--- config.mk ---
export PLATFORM = sky130hd
export DESIGN_NAME = hazard_ctrl
export DESIGN_NICKNAME = d
export VERILOG_FILES = /design/src/rtl/hazard_ctrl.sv
export SDC_FILE = /design/constraint.sdc
export NUM_CORES = 1
export LEC_CHECK = 0
export CAP_MARGIN = 20
export CORE_AREA = 2 2 58 60
export CTS_BUF_LIST = sky130_fd_sc_hd__clkbuf_4 sky130_fd_sc_hd__clkbuf_8
export CTS_CLUSTER_DIAMETER = 60
export DETAILED_ROUTE_END_ITERATION = 12
export DIE_AREA = 0 0 60 62
export PLACE_DENSITY = 0.81
export SYNTH_ARGS = -nofsm -noshare
export SYNTH_HDL_FRONTEND = slang
export SYNTH_SLANG_ARGS = --single-unit
--- constraint.sdc ---
create_clock -name clk -period 2.5 [get_ports clk]
set_input_delay 0.25 -clock clk [delete_from_list [all_inputs] [get_ports clk]]
set_output_delay 0.25 -clock clk [all_outputs]
set_load 0.01 [all_outputs]
--- src/rtl/hazard_ctrl.sv ---
// Pipeline hazard controller: load-use bubbles, branch flush, memory-wait freeze and timeout.
// Optional performance counters are built only when HAZARD_PERF_EN is defined.
module hazard_ctrl #(
  parameter int unsigned LOAD_BUBBLES = 1,
  parameter int unsigned WAIT_MAX     = 15,
  parameter int unsigned CNT_W        = 16
) (
  input  logic             clk,
  input  logic             rst,
  input  logic [4:0]       id_rs,
  input  logic [4:0]       id_rt,
  input  logic [4:0]       ex_rt,
  input  logic             ex_memtoreg,
  input  logic             ex_regwr,
  input  logic             ex_branch_taken,
  input  logic             mem_req,
  input  logic             mem_ack,
  output logic             pc_en,
  output logic             ifid_en,
  output logic             ifid_flush,
  output logic             idex_en,
  output logic             idex_flush,
  output logic             exmem_en,
  output logic             busy,
  output logic             err,
  output logic [CNT_W-1:0] stall_cnt,
  output logic [CNT_W-1:0] flush_cnt
);

  localparam int unsigned WAIT_W = 8;
  localparam int unsigned BUB_W  = 2;

  typedef enum logic [1:0] {
    RUN        = 2'd0,
    LOAD_STALL = 2'd1,
    MEM_WAIT   = 2'd2,
    ERR        = 2'd3
  } state_e;

  state_e              state_q, state_d;
  logic [WAIT_W-1:0]   wait_cnt_q, wait_cnt_d;
  logic [BUB_W-1:0]    bub_cnt_q, bub_cnt_d;

  logic load_use_c;
  logic mem_wait_c;
  logic pc_en_c, ifid_en_c, ifid_flush_c, idex_en_c, idex_flush_c, exmem_en_c;

  always_comb begin
    load_use_c = ex_memtoreg & ex_regwr & (ex_rt != 5'd0) &
                 ((ex_rt == id_rs) | (ex_rt == id_rt));
    mem_wait_c = mem_req & ~mem_ack;
  end

  always_ff @(posedge clk or posedge rst) begin
    if (rst) begin
      state_q    <= RUN;
      wait_cnt_q <= '0;
      bub_cnt_q  <= '0;
    end else begin
      state_q    <= state_d;
      wait_cnt_q <= wait_cnt_d;
      bub_cnt_q  <= bub_cnt_d;
    end
  end

  // Next state and raw pipeline controls; the memory freeze outranks everything.
  always_comb begin
    state_d      = state_q;
    wait_cnt_d   = wait_cnt_q;
    bub_cnt_d    = bub_cnt_q;
    pc_en_c      = 1'b1;
    ifid_en_c    = 1'b1;
    ifid_flush_c = 1'b0;
    idex_en_c    = 1'b1;
    idex_flush_c = 1'b0;
    exmem_en_c   = 1'b1;

    case (state_q)
      RUN: begin
        if (mem_wait_c) begin
          pc_en_c    = 1'b0;
          ifid_en_c  = 1'b0;
          idex_en_c  = 1'b0;
          exmem_en_c = 1'b0;
          wait_cnt_d = WAIT_W'(1);
          state_d    = (WAIT_MAX <= 1) ? ERR : MEM_WAIT;
        end else if (ex_branch_taken) begin
          ifid_flush_c = 1'b1;
          idex_flush_c = 1'b1;
        end else if (load_use_c) begin
          pc_en_c      = 1'b0;
          ifid_en_c    = 1'b0;
          idex_flush_c = 1'b1;
          if (LOAD_BUBBLES > 1) begin
            bub_cnt_d = BUB_W'(LOAD_BUBBLES - 1);
            state_d   = LOAD_STALL;
          end
        end
      end

      LOAD_STALL: begin
        if (mem_wait_c) begin
          pc_en_c    = 1'b0;
          ifid_en_c  = 1'b0;
          idex_en_c  = 1'b0;
          exmem_en_c = 1'b0;
          wait_cnt_d = WAIT_W'(1);
          bub_cnt_d  = '0;
          state_d    = (WAIT_MAX <= 1) ? ERR : MEM_WAIT;
        end else begin
          pc_en_c      = 1'b0;
          ifid_en_c    = 1'b0;
          idex_flush_c = 1'b1;
          bub_cnt_d    = bub_cnt_q - BUB_W'(1);
          if (bub_cnt_q <= BUB_W'(1)) begin
            state_d = RUN;
          end
        end
      end

      MEM_WAIT: begin
        if (mem_ack) begin
          wait_cnt_d = '0;
          state_d    = RUN;
        end else begin
          pc_en_c    = 1'b0;
          ifid_en_c  = 1'b0;
          idex_en_c  = 1'b0;
          exmem_en_c = 1'b0;
          wait_cnt_d = wait_cnt_q + WAIT_W'(1);
          if (wait_cnt_q >= WAIT_W'(WAIT_MAX - 1)) begin
            state_d = ERR;
          end
        end
      end

      ERR: begin
        pc_en_c    = 1'b0;
        ifid_en_c  = 1'b0;
        idex_en_c  = 1'b0;
        exmem_en_c = 1'b0;
      end

      default: begin
        state_d = RUN;
      end
    endcase
  end

  // Reset holds the pipeline frozen with both front registers cleared.
  always_comb begin
    pc_en      = ~rst & pc_en_c;
    ifid_en    = ~rst & ifid_en_c;
    idex_en    = ~rst & idex_en_c;
    exmem_en   = ~rst & exmem_en_c;
    ifid_flush = rst | ifid_flush_c;
    idex_flush = rst | idex_flush_c;
    busy       = ~rst & (state_q != RUN);
    err        = ~rst & (state_q == ERR);
  end

`ifdef HAZARD_PERF_EN
  logic [CNT_W-1:0] stall_cnt_q;
  logic [CNT_W-1:0] flush_cnt_q;

  // Saturating counters; ifid_flush_c is only raised by a branch flush.
  always_ff @(posedge clk or posedge rst) begin
    if (rst) begin
      stall_cnt_q <= '0;
      flush_cnt_q <= '0;
    end else begin
      if (!pc_en_c && (stall_cnt_q != {CNT_W{1'b1}})) begin
        stall_cnt_q <= stall_cnt_q + CNT_W'(1);
      end
      if (ifid_flush_c && (flush_cnt_q != {CNT_W{1'b1}})) begin
        flush_cnt_q <= flush_cnt_q + CNT_W'(1);
      end
    end
  end

  assign stall_cnt = stall_cnt_q;
  assign flush_cnt = flush_cnt_q;
`else
  assign stall_cnt = '0;
  assign flush_cnt = '0;
`endif

endmodule

==> results.md <==
- Outcome: finished clean
- Total of max-cap violations: 0
- Fill cell count: 322
- RSZ-0062 raised after global routing: no
- Crit Path Category: flip-flop to primary output
- Via count: 1,055
- Yosys cell types: 41
- Root Buffer: clkbuf_4
- Final net count: 212
- Die width: 60 µm
- I/O pin count: 62
- Finished Layout Cells: 227
- Hold-fix buffers, CTS: 0
- Share of layout cells above drive strength 1: 7.18%
- Number of flops mapped to enable cells by yosys: 0
- Global route overflow: 0
- Vias in the first global route: 928
- DR pass1 iterations: 4
- Avg Inst Size Synth: 8.35 µm²
- Routability cong.: 0.773
- Diodes inserted: 0
- CTS Buf Count: 3
- Post-route ant nets: 0
- Max Fanout on Critical Path: 7
- Vias/cell: 4.65
- Post-CTS Resized: 0
- Leakage power: 0.716 nW
- # port buffers: 29
- Yosys warnings: 0
- Total Wirelength: 2620 µm
- Initial Utilization: 39.4%
- First-pass GRT wire length: 4100 µm
- #FFs+latches synth: 12
- Mapped Cells: 150
- Power per cell area: 739 nW/µm²
- Htree depth: 1
- Row Count: 21
- Total Routing Usage GR: 14.4%
- Initial antenna violation count: 0
- Area grow syn2layout: 21.2%
- Most used flip-flop cell after synthesis: dfrtp_1
- Core area: 3180 µm²
- Dpl cells: 223
- CTS tree: done
- Max Fclk: 0.455 GHz
- Hold WC Path Type: input pin to async pin
- Peak supply drop: 0.398 mV
- CP Launch Type: flip-flop
- Clock Latency Late Sink: 0.28 ns
- Setup TNS Final: 0 ns
- Final setup vio count: 0
- Commonest non-fill, non-tap cells in the layout: conb_1, clkdlybuf4s50_1, dfrtp_1
- Synth Cell Area: 1250 µm²
- Sink Count: 12
- Post-synthesis sequential area ratio: 24.0%
- Clk buf depth: 2
- Period utilisation layout: 87.9%
- Fin crit period: 2.20 ns
- Slew Limit Fails: 0
- Crit path required time: 2.25 ns
- Post-synth ARST share: 100%
- DR DRC count: 0
- CP arrival: 1.95 ns
- Die Height: 62 µm
- Wire per inst: 11.6 µm
- Postcts setup bufs: 0
- Largest net degree at the start of global routing: 14
- CP endpoint kind: primary output
- Clock transition at the registers of the reported paths: 0.07 ns
- Post-DP HPWL: 2170 µm
- Die ar.: 3720 µm²
- DRT iter0 DRCs: 39
- Most common cell after layout, fill and taps aside: conb_1
- Hold Vio Cnt, Final: 0
- Setup Skew: 0.00136 ns
[where the power goes]
group / internal [mW] / total (mW) / switching (mW)
Clock: 0.0887 / 0.158 / 0.0690
Combinational: 0.314 / 0.668 / 0.354
Sequential: 0.245 / 0.296 / 0.0505
Total: 0.648 / 1.12 / 0.474
[metrics by stage]
step / utilization (%) / setup slack [ns] / area [µm²] / hold WS (ns) / power (mW)
after floorplan: - / 0.775 / 1370 / 0.123 / 0.805
after global placement: 46.4 / 0.0833 / 1470 / 0.474 / 0.949
after detailed placement: 46.4 / 0.0217 / 1470 / 0.484 / 0.971
after CTS: 47.5 / 0.00847 / 1510 / 0.409 / 1.13
after global routing: 47.7 / 0.194 / 1520 / 0.442 / 1.24
final: 47.7 / 0.303 / 1520 / 0.403 / 1.12
[sequential cells by signal (all words and copies together) (netlist names)]
signal and flops:
state_q 2, bub_cnt_q 2, wait_cnt_q 8
[layer usage]
| layer | GRT usage [%] | routed length [µm] |
|---|---|---|
| met1 | 17.3 | 1030 |
| met2 | 25.6 | 1480 |
| met3 | 1.86 | 80 |
| met4 | 6.35 | 33 |
| met5 | 0 | 0 |
[cell usage after synthesis (all sizes together), types with 2 or more instances]
master	instances	share of area, %
buf	36	21
dfrtp	12	24
xor2	10	7.0
ha	8	8.0
inv	8	2.4
nor2	8	2.4
o21ai	8	3.2
a21oi	6	2.7
nand3	6	2.4
nand2	5	1.5
o31ai	5	3.0
nand2b	4	2.0
or4	3	1.8
a31oi	2	1.0
nand4	2	1.0
nor2b	2	1.0
nor3	2	0.80
o211ai	2	1.2
o221a	2	1.8
or2	2	1.2
[cells by family after synthesis]
family                     count (synthesis)  synth area share (%)
muxes                                      1                 0.799
adders and majority gates                  8                  7.99
AOI/OAI and AO/OA                         33                  18.0
buffers and inverters                     44                  23.6
DFF                                       12                  24.0
and+or+nand+nor                           41                  18.4
other                                      1                 0.299
xor gates and xnor gates                  10                  6.99
[final timing paths]
check | from | slack, ns | cells after the start | to
min in group clk | bub_cnt_q[0]$_DFFE_PP0P_ | 0.49 | 1 | bub_cnt_q[0]$_DFFE_PP0P_
worst max register to register | state_q[0]$_DFFE_PP0P_ | 0.48 | 7 | wait_cnt_q[7]$_DFFE_PP0P_
worst min register to register | bub_cnt_q[0]$_DFFE_PP0P_ | 0.49 | 1 | bub_cnt_q[0]$_DFFE_PP0P_
max in group asynchronous | rst | 1.94 | 3 | state_q[0]$_DFFE_PP0P_
worst max-delay path | state_q[0]$_DFFE_PP0P_ | 0.30 | 5 | idex_en
worst min-delay path | rst | 0.40 | 3 | wait_cnt_q[1]$_DFFE_PP0P_
[worst max-delay path, stage by stage, from the launching register on]
cell and delay (ns):
dfrtp_1 0.42, inv_1 0.10, ha_1 0.28, nor2_1 0.12, o221a_2 0.20, clkdlybuf4s50_1 0.54
[layout make-up]
type | count | area [µm²] | area share [%]
multi-input cells | 125 | 773 | 50.9
well taps | 46 | 57.6 | 3.79
repair buffers | 32 | 320 | 21.1
flip-flops and latches | 12 | 300 | 19.8
clock buffers | 4 | 36.3 | 2.39
inverters | 8 | 30.0 | 1.98
Power figures use the tool's default switching activity.
